$ cat src/rtl/seq_det_pkg.sv
// rtl/seq_det_pkg.sv - shared state enum, STATE encodings and default parameters for seq_detector
package seq_det_pkg;

  localparam logic [1:0] STATE_IDLE = 2'd0;
  localparam logic [1:0] STATE_FILL = 2'd1;
  localparam logic [1:0] STATE_HUNT = 2'd2;

  typedef enum logic [1:0] {
    IDLE = STATE_IDLE,
    FILL = STATE_FILL,
    HUNT = STATE_HUNT
  } seq_state_e;

  localparam int DEF_SYM_W = 4;
  localparam int DEF_DEPTH = 4;
  localparam int DEF_CNT_W = 8;

endpackage

$ cat src/rtl/seq_window.sv
// rtl/seq_window.sv - history shift register (index 0 oldest) with saturating fill counter
module seq_window #(
  parameter int SYM_W  = 4,
  parameter int DEPTH  = 4,
  parameter int FILL_W = 3
) (
  input  logic                        CLK,
  input  logic                        RST,
  input  logic                        shift_i,
  input  logic                        flush_i,
  input  logic [SYM_W-1:0]            sym_i,
  output logic [DEPTH-1:0][SYM_W-1:0] window_o,
  output logic [FILL_W-1:0]           fill_o
);

  logic [DEPTH-1:0][SYM_W-1:0] window_q, window_d;
  logic [FILL_W-1:0]           fill_q, fill_d;

  always_comb begin
    window_d = window_q;
    fill_d   = fill_q;
    if (shift_i) begin
      for (int i = 0; i < DEPTH - 1; i++) window_d[i] = window_q[i+1];
      window_d[DEPTH-1] = sym_i;
      if (fill_q != FILL_W'(DEPTH)) fill_d = fill_q + 1'b1;
    end
    // Flushing only forgets progress; stale window contents are masked by fill.
    if (flush_i) fill_d = '0;
  end

  always_ff @(posedge CLK) begin
    if (RST) begin
      window_q <= '0;
      fill_q   <= '0;
    end else begin
      window_q <= window_d;
      fill_q   <= fill_d;
    end
  end

  assign window_o = window_q;
  assign fill_o   = fill_q;

endmodule

$ cat src/rtl/seq_detector.sv
// rtl/seq_detector.sv - programmable sequence detector: FSM, pattern compare, saturating match counter
// Optional per-bit don't-care masks when SEQDET_MASK_EN is defined.
module seq_detector
  import seq_det_pkg::*;
#(
  parameter int SYM_W = DEF_SYM_W,
  parameter int DEPTH = DEF_DEPTH,
  parameter int CNT_W = DEF_CNT_W
) (
  input  logic                     CLK,
  input  logic                     RST,
  input  logic                     EN,
  input  logic                     OVERLAP,
  input  logic                     LOAD,
  input  logic [$clog2(DEPTH)-1:0] LOAD_IDX,
  input  logic [SYM_W-1:0]         LOAD_SYM,
`ifdef SEQDET_MASK_EN
  input  logic [SYM_W-1:0]         LOAD_MASK,
`endif
  input  logic                     VALID,
  input  logic [SYM_W-1:0]         SYM,
  input  logic                     CLR_CNT,
  output logic                     MATCH,
  output logic [CNT_W-1:0]         COUNT,
  output logic [1:0]               STATE
);

  localparam int FILL_W = $clog2(DEPTH + 1);

  seq_state_e                  state_q, state_d;
  logic [DEPTH-1:0][SYM_W-1:0] pat_q, pat_d;
  logic [DEPTH-1:0][SYM_W-1:0] care;
  logic [DEPTH-1:0][SYM_W-1:0] window, win_next;
  logic [FILL_W-1:0]           fill;
  logic [CNT_W-1:0]            count_q, count_d;
  logic                        match_q;
  logic                        accept, full_next, eq, hit, flush, slot_ok;

  assign accept    = VALID & EN & ~LOAD;
  assign full_next = fill >= FILL_W'(DEPTH - 1);
  assign slot_ok   = int'(LOAD_IDX) < DEPTH;

  seq_window #(.SYM_W(SYM_W), .DEPTH(DEPTH), .FILL_W(FILL_W)) u_window (
    .CLK      (CLK),
    .RST      (RST),
    .shift_i  (accept),
    .flush_i  (flush),
    .sym_i    (SYM),
    .window_o (window),
    .fill_o   (fill)
  );

`ifdef SEQDET_MASK_EN
  logic [DEPTH-1:0][SYM_W-1:0] mask_q, mask_d;

  always_comb begin
    mask_d = mask_q;
    if (LOAD && slot_ok) mask_d[LOAD_IDX] = LOAD_MASK;
  end

  always_ff @(posedge CLK) begin
    if (RST) mask_q <= '0;
    else     mask_q <= mask_d;
  end

  assign care = ~mask_q;
`else
  assign care = '1;
`endif

  // Compare against the window as it will look once the incoming symbol is shifted in.
  always_comb begin
    for (int i = 0; i < DEPTH - 1; i++) win_next[i] = window[i+1];
    win_next[DEPTH-1] = SYM;
    eq = 1'b1;
    for (int i = 0; i < DEPTH; i++) begin
      if (((win_next[i] ^ pat_q[i]) & care[i]) != '0) eq = 1'b0;
    end
  end

  assign hit   = accept & full_next & eq;
  assign flush = ~EN | LOAD | (hit & ~OVERLAP);

  always_comb begin
    pat_d = pat_q;
    if (LOAD && slot_ok) pat_d[LOAD_IDX] = LOAD_SYM;
  end

  always_comb begin
    state_d = state_q;
    if (!EN) begin
      state_d = IDLE;
    end else if (LOAD) begin
      state_d = FILL;
    end else begin
      unique case (state_q)
        IDLE: state_d = FILL;
        FILL: if (accept && full_next) state_d = (hit && !OVERLAP) ? FILL : HUNT;
        HUNT: if (hit && !OVERLAP) state_d = FILL;
        default: state_d = IDLE;
      endcase
    end
  end

  always_comb begin
    count_d = count_q;
    if (CLR_CNT)                      count_d = '0;
    else if (hit && (count_q != '1))  count_d = count_q + 1'b1;
  end

  always_ff @(posedge CLK) begin
    if (RST) begin
      state_q <= IDLE;
      pat_q   <= '0;
      count_q <= '0;
      match_q <= 1'b0;
    end else begin
      state_q <= state_d;
      pat_q   <= pat_d;
      count_q <= count_d;
      match_q <= hit;
    end
  end

  assign MATCH = match_q;
  assign COUNT = count_q;
  assign STATE = state_q;

endmodule
$ cat config.mk
export PLATFORM = sky130hd
export DESIGN_NAME = seq_detector
export DESIGN_NICKNAME = d
export VERILOG_FILES = /design/src/rtl/seq_det_pkg.sv /design/src/rtl/seq_window.sv /design/src/rtl/seq_detector.sv
export SDC_FILE = /design/constraint.sdc
export NUM_CORES = 1
export LEC_CHECK = 0
export CAP_MARGIN = 20
export CORE_MARGIN = 2
export CORE_UTILIZATION = 35
export CTS_BUF_LIST = sky130_fd_sc_hd__clkbuf_8
export DETAILED_ROUTE_END_ITERATION = 8
export GPL_TIMING_DRIVEN = 0
export PLACE_DENSITY = 0.64
export SYNTH_ARGS = -nofsm -noshare
export SYNTH_HDL_FRONTEND = slang
export SYNTH_SLANG_ARGS = --single-unit
$ cat constraint.sdc
create_clock -name CLK -period 2.4 [get_ports CLK]
set_clock_uncertainty 0.1 [all_clocks]
set_input_delay 0.72 -clock CLK [delete_from_list [all_inputs] [get_ports CLK]]
set_output_delay 0.72 -clock CLK [all_outputs]
set_load 0.02 [all_outputs]
# Word level (Yosys, flattened, before mapping)
# Cells that the tools add are included.
[classes]
n_eq_ne = 8
bitwise_logic = 14
mux = 12
n_reduce_logical = 17
n_lt_le_gt_ge = 3
n_addsub = 2
[ops]
columns = ["op", "count"]
rows = [
  ["16-bit bitwise mux", 1],
  ["4-bit nonzero test", 4],
  ["4-bit bitwise XOR", 4],
  ["3-bit != test, second input constant", 3],
  ["8-bit by 1-bit adder with 8-bit output, second input constant", 1],
  ["4-bit demux with 2-bit select", 1],
  ["8-bit != test, second input constant", 1],
  ["2-bit 2-to-1 mux", 3],
  ["2-bit case mux with 3 select lines", 1],
  ["2-bit AND reduction", 3],
  ["2-bit OR reduction", 3],
  ["1-bit AND", 5],
  ["1-bit 2-to-1 mux", 5],
  ["1-bit logical AND", 4],
  ["4-bit 2-to-1 mux", 1],
  ["2-bit != test, second input constant", 2],
  ["3-bit by 1-bit adder with 3-bit output, second input constant", 1],
  ["3-bit by 2-bit greater-or-equal comparator with 1-bit output, second input constant", 1],
  ["2-bit by 3-bit less-than comparator with 1-bit output, second input constant", 1],
  ["1-bit NOT", 3],
  ["3-bit OR reduction", 1],
  ["2-bit by 1-bit equality test with 1-bit output, second input constant", 1],
  ["2-bit equality test, second input constant", 1],
  ["2-bit by 1-bit greater-or-equal comparator with 1-bit output, second input constant", 1],
  ["3 further kinds", 4],
]
[word_totals]
reg_bits = 42
word_cells = 68
out_inout_bits = 11

# Longest topological paths before layout
# Gate-level depths: netlist of run 1.
[logic_depth]
word_depth = 12
depth_mapped = 8
ltp_nobuf = 7

# Cells and area by module
# Synthesis of run 1 repeated with hierarchy kept, for this count alone.
[unflattened]
cells_unflattened = 215
hier_area_um2 = 2117.0
[by_module_without_submodules]
columns = ["mod", "n_inst", "cells_per_inst", "seq_area_each_um2", "area_each_um2"]
rows = [
  ["seq_detector", 1, 146, 540.5, 1347.5],
  ["seq_window", 1, 69, 380.4, 769.5],
]

# Least setup slack after synthesis of run 1
# Ideal clock, no wire load.
[synth_timing]
path_type = "input-to-reg"
start = "input LOAD"
end = "register count_q[2] (netlist: COUNT[2])"
cell_stages = 7
setup_slack_ps = 267
arrival_time_ps = 1964
setup_ps = 70
cell_sequence = "buf_2 -> nand3b_4 -> nor2_2 -> nand3_2 -> buf_6 -> or4_1 -> a21oi_1"
[synth_via]
elab_chain_len = 5
[synth_lines]
columns = ["item", "line_no", "source"]
rows = [
  ["start: declaration", "seq_detector.sv:14", "input logic LOAD,"],
  ["1-bit NOT", "seq_detector.sv:39", "assign accept = VALID & EN & ~LOAD;"],
  ["1-bit AND", "seq_detector.sv:39", ""],
  ["1-bit AND (2 in series)", "seq_detector.sv:81", "assign hit = accept & full_next & eq;"],
  ["1-bit logical AND", "seq_detector.sv:108", "else if (hit && (count_q != '1)) count_d = count_q + 1'b1;"],
  ["end signal: assignment", "seq_detector.sv:120", "count_q <= count_d;"],
  ["end: declaration", "seq_detector.sv:35", "logic [CNT_W-1:0] count_q, count_d;"],
]
# Every way passes these cells.
# A chain may end at the register's enable or synchronous reset.

# Worst setup path after layout of run 1
[layout_timing]
start = "input EN"
end = "register count_q[2] (netlist: COUNT[2])"
[layout_via]
elab_chain_len = 5
[layout_lines]
columns = ["item", "line_no", "source"]
rows = [
  ["start: declaration", "seq_detector.sv:12", "input logic EN,"],
  ["1-bit AND (2 in series)", "seq_detector.sv:39", ""],
  ["1-bit AND (2 in series)", "seq_detector.sv:81", ""],
  ["1-bit logical AND", "seq_detector.sv:108", ""],
]
# Every way passes these cells.

==> flow_summary.ini, run 1 <==
[power_and_ir_drop]
leakage_nw = 0.993
irDropWorstVdd_uv = 226
pwr-share-clk_pct = 33.3
power_mw = 1.27
power_switching_mw = 0.308
cellPowerDensity_nw_per_um2 = 518
swShare_pct = 24.3
p_comb_share_pct = 10.1
power_frac_seq_pct = 56.7
internal_power_mw = 0.961

[critical_path]
critical_path_required_ps = 2540
cp_max_fo = 10
start_kind = input port
r2r_end = COUNT[6]
startpoint = EN
endpoint = COUNT[2]
endpoint_kind = flip-flop
rrSetupSlack_ps = 410
r2r_cells = 7
rr_startpoint = u_window.fill_o[0]
critPathArrivalTime_ps = 2410
path_class = in2reg

[grt]
grt_pass1_wl_um = 7090
grt_pass1_vias = 1503
antenna_found_initial = 0
grt_max_degree = 12
grt-ovfl-total = 0
grt_usage_pct = 14.6

[clocking]
clockRootBuffer = clkbuf_8
insertion_delay_ps = 290
htreeDepth = 2
cts_buffers = 5
cts_hold_repair.buffers = 0
path_clk_slew_ps = 80
cts_num_sinks = 42
cts_tree = done
clockBufferDepth = 2

[drt]
drt_pass1_iterations = 4
vias_per_cell = 4.87
ant_nets = 0
wirelength_um = 4110
vias = 1584
drt_iter0_markers = 55
wl_per_cell_um = 12.6
drc = 0

[layout]
final_area_um2 = 2450
drive_gt1_share_pct = 9.88
utilization_pct = 44.8
fin_cells = 325
area_growth_pct = 23.8
antenna_cells = 0
nets = 274

[logic_synthesis]
ys_seq_area_share_pct = 42.5
yosys_register_bits = 42
netlist_area_um2 = 1980
syn_nets = 241
yosysWarningCount = 0
ys.flop_type = dfxtp_1
syn_inst = 220
ys_types = 37
synth_edf_count = 0
synth.avg_cell_area_um2 = 9.00
ys_async_sr_fraction_pct = 0

[timing]
tightest_slew_ps = 899
finalSetupViolCount = 0
min_period_ps = 2270
fin_crit_sh_pct = 94.6
max_freq_mhz = 440
slew-limit-headroom_pct = 39.9
setup_tns_ps = 0
hold_violations = 0
maxSlewViolCount = 0
rsz0062_at_grt = no

[worst_hold_path]
min_path_type = reg2reg

[die]
coreArea_um2 = 5470
rows = 27
start_util_pct = 36.2
dieArea_um2 = 6270
ios = 28
die_y_um = 79.2
die_w_um = 79.2

[placed_design]
gp_congestion = 0.810
place_hpwl_um = 2990
dp_cells = 317
numPortBuffers = 25
placed_cell_area_um2 = 2320

[outcome]
status = finished, final reports clean

[flow_run]
drv_cap = 0
cell usage after synthesis, types with 4 or more instances:
| cell | number | share of area (%) |
|---|---|---|
| a21oi_1 | 19 | 4.8 |
| dfxtp_1 | 42 | 42 |
| ha_1 | 4 | 2.5 |
| clkbuf_1 | 6 | 1.1 |
| inv_1 | 6 | 1.1 |
| nand3_1 | 5 | 1.3 |
| mux2i_1 | 18 | 9.1 |
| nand2_1 | 32 | 6.1 |
| nor2_1 | 24 | 4.6 |
| o31ai_1 | 4 | 1.5 |
| xor2_1 | 16 | 7.1 |
cells in the final DEF, fill, tap and decap left out, types with 2 or more instances in the layout:
cell type and count:
nor3b_1 3, nor4_2 3, o21a_1 3, nand2_1 32, clkdlybuf4s50_1 21, dfxtp_1 42
o21ai_0 2, dlymetal6s2s_1 4, nor2_1 24, ha_1 4, nor4_1 2, o31ai_1 4
clkbuf_8 6, inv_1 8, or4_1 2, nand3_1 5, mux2i_1 18, nand3_2 2
nand3b_1 2, a21oi_1 18, or2_2 3, or3_1 3, clkbuf_1 5, xor2_1 16
nor3_1 2
worst max-delay path, stage by stage:
cell	delay, ps
clkdlybuf4s50_1	560
nand3b_4	150
nor2_4	180
nand3_2	90
buf_6	150
or4_4	410
a21oi_2	130
how the worst min path moves through the flow:
| stage | startpoint | end | slack, ps | depth (start not counted) |
|---|---|---|---|---|
| floorplan | u_window.window_o[4] | u_window.window_o[4] | 350 | 2 |
| global placement | u_window.window_o[5] | u_window.window_o[5] | 360 | 2 |
| detailed placement | u_window.window_o[5] | u_window.window_o[5] | 360 | 2 |
| CTS | u_window.window_o[5] | u_window.window_o[5] | 370 | 2 |
| global route | u_window.window_o[7] | u_window.window_o[7] | 400 | 2 |
| finish | u_window.window_o[7] | u_window.window_o[7] | 370 | 2 |
through the flow:
step                      hold slack, ps  setup WS [ps]
after global placement               359           -554
after floorplan                      348            267
after global routing                 402           53.0
after CTS                            373           9.03
final                                369            129
after detailed placement             361           -549
per-layer routing:
metal / track usage (%) / wire length (um)
met1: 19.5 / 1980
met3: 3.30 / 216
met2: 22.8 / 1850
met4: 5.86 / 59
met5: 0 / 0
flip-flops by register name, indices dropped and copies added (netlist names):
name	cells
MATCH	1
pat_q	16
COUNT	8
u_window.window_o	12
STATE	2
u_window.fill_o	3
kinds of logic (layout without fill, tap and decap cells):
kind of cell	count (synthesis)	after routing	synth area share, %
buffers and inverters	15	48	3.29
AOI/OAI and AO/OA	34	34	10.8
and+or+nand+nor	90	90	24.3
adders and majority gates	4	4	2.53
xor gates and xnor gates	17	17	7.52
muxes	18	18	9.10
DFF	42	42	42.5
power groups by stage:
| stage | logic, mW | registers (mW) | clock network (mW) |
|---|---|---|---|
| final | 0.128 | 0.719 | 0.422 |
| after global routing | 0.142 | 0.721 | 0.463 |
| after CTS | 0.130 | 0.719 | 0.438 |
| after detailed placement | 0.126 | 0.735 | 0 |
| after global placement | 0.125 | 0.735 | 0 |
| after floorplan | 0.0738 | 0.734 | 0 |
final cells by class:
cell class,instances,area (um2)
Fill cell,585,3020
Multi-Input combinational cell,163,1100
Sequential cell,42,841
Timing Repair Buffer,26,268
Tap cell,72,90.1
Clock buffer,5,68.8
Buffer,9,52.6
Inverter,6,22.5
Clock inverter,2,7.51
what timing repair did:
action,4_1_cts,5_1_grt
resized for setup,5,7
pin swaps,4,5
endpoints found under the setup margin,10,11
cloned,0,0
buffers inserted,1,0
Power figures use the tool's default switching activity.
==> run 2, diff against run 1 <==
--- a/config.mk
+++ b/config.mk
@@ -12,6 +12,8 @@
 export DETAILED_ROUTE_END_ITERATION = 8
 export GPL_TIMING_DRIVEN = 0
 export PLACE_DENSITY = 0.64
+export SLEW_MARGIN = 20
 export SYNTH_ARGS = -nofsm -noshare
 export SYNTH_HDL_FRONTEND = slang
+export SYNTH_HIERARCHICAL = 1
 export SYNTH_SLANG_ARGS = --single-unit
==> flow_summary.ini, run 2 <==
[power_and_ir_drop]
leakage_nw = 1.08
power_mw = 1.33
irDropWorstVdd_uv = 218
cellPowerDensity_nw_per_um2 = 521

[grt]
grt_usage_pct = 14.1
grt-ovfl-total = 0
antenna_found_initial = 0
grt_pass1_wl_um = 6870
grt_pass1_vias = 1440
grt_max_degree = 14

[critical_path]
start_kind = input port
path_class = in2reg
critical_path_required_ps = 2480
critPathArrivalTime_ps = 2410
endpoint_kind = flip-flop
cp_max_fo = 5

[clocking]
cts_tree = done
cts_num_sinks = 42
clockRootBuffer = clkbuf_8
path_clk_slew_ps = 80
clockBufferDepth = 2
cts_buffers = 5
htreeDepth = 2
insertion_delay_ps = 290

[layout]
final_common_cell = dfxtp_1
nets = 264
antenna_cells = 0
largest_register_ffs = 16
fin_cells = 317
top_register = pat_q
drive_gt1_share_pct = 17.6
layout_common_cells = 42 x dfxtp_1, 31 x nor2_1, 29 x mux2i_1
final_area_um2 = 2550
utilization_pct = 46.7
area_growth_pct = 28.9

[timing]
min_period_ps = 2330
tightest_slew_ps = 444
finalSetupViolCount = 0
slew-limit-headroom_pct = 70.3
whs_ps = 399
rsz0062_at_grt = no
setup_slack_ps = 73.4
fin_crit_sh_pct = 96.9
max_freq_mhz = 430
setup_tns_ps = 0
hold_violations = 0
maxSlewViolCount = 0

[drt]
wl_per_cell_um = 12.9
drc = 0
wirelength_um = 4080
vias_per_cell = 4.79
drt_pass1_iterations = 3
drt_iter0_markers = 54
ant_nets = 0
vias = 1517

[placed_design]
preCtsSetupSlack_ps = -750
placed_cell_area_um2 = 2350
dp_cells = 301
numPortBuffers = 26
gp_congestion = 0.834
place_hpwl_um = 2980

[logic_synthesis]
netlist_area_um2 = 1980
syn_inst = 203
yosysWarningCount = 6
synth.avg_cell_area_um2 = 9.76
syn_nets = 223

[die]
dieArea_um2 = 6280
rows = 27
die_w_um = 79.3
start_util_pct = 36.2
coreArea_um2 = 5470
die_y_um = 79.3
ios = 28

[worst_hold_path]
min_path_type = reg2reg

[flow_run]
drv_cap = 0

[outcome]
status = finished, final reports clean
==> run 2: cell count changes in the layout (fill, tap and decap cells not counted), moves of 4 or more <==
| cell | delta |
|---|---|
| or4_1 | +4 |
| nor2_1 | +7 |
| a21oi_1 | -8 |
| mux2i_1 | +11 |
| buf_4 | +7 |
| clkbuf_1 | -4 |
| nand2_1 | -30 |
| nor3b_2 | +4 |
==> run 2: critical path, stage by stage <==
cell and delay (ps):
clkdlybuf4s50_1 460, nand3b_1 130, nor2_4 170, nand2_4 80, or2_4 280, o21ai_4 240, nor3b_2 70, mux2_4 260
==> run 2: worst paths after layout <==
path	startpoint	end	slack, ps	depth (start not counted)
worst min-delay path	COUNT[6]	COUNT[6]	400	2
worst max register to register	pat_q[6]	u_window/fill_o[1]	300	8
worst max-delay path	VALID	u_window/fill_o[1]	70	8
worst min register to register	COUNT[6]	COUNT[6]	400	2
==> run 2: cell type report <==
| type | instances | area [um2] |
|---|---|---|
| Clock inverter | 2 | 12.5 |
| Fill cell | 528 | 2920 |
| Sequential cell | 42 | 841 |
| Buffer | 9 | 61.3 |
| Clock buffer | 6 | 82.6 |
| Timing Repair Buffer | 35 | 329 |
| Tap cell | 72 | 90.1 |
| Inverter | 6 | 22.5 |
| Multi-Input combinational cell | 145 | 1110 |
==> run 2: what timing repair did <==
item	CTS	global route
cloned	0	0
setup endpoints to repair	8	12
resized for setup	13	9
buffers inserted	4	5
pin swaps	9	8
endpoints found under the hold margin	0	0
hold buffers	0	0
==> run 2: routing by layer <==
layer | GRT usage (%) | up-vias | routed length [um] | share of wire (%)
met5 | 0 | - | 0 | 0
met4 | 5.17 | 0 | 65 | 1.6
met3 | 3.86 | 8 | 152 | 3.7
met2 | 22.0 | 27 | 1890 | 46
met1 | 18.6 | 688 | 1970 | 48
li1 | - | 794 | - | -
==> run 2: power breakdown <==
group	internal, mW	switching, mW	total, mW	leakage, nW
clock network	0.231	0.241	0.473	0.0472
registers	0.709	0.0106	0.720	0.340
logic	0.0695	0.0681	0.138	0.696
total	1.01	0.320	1.33	1.08
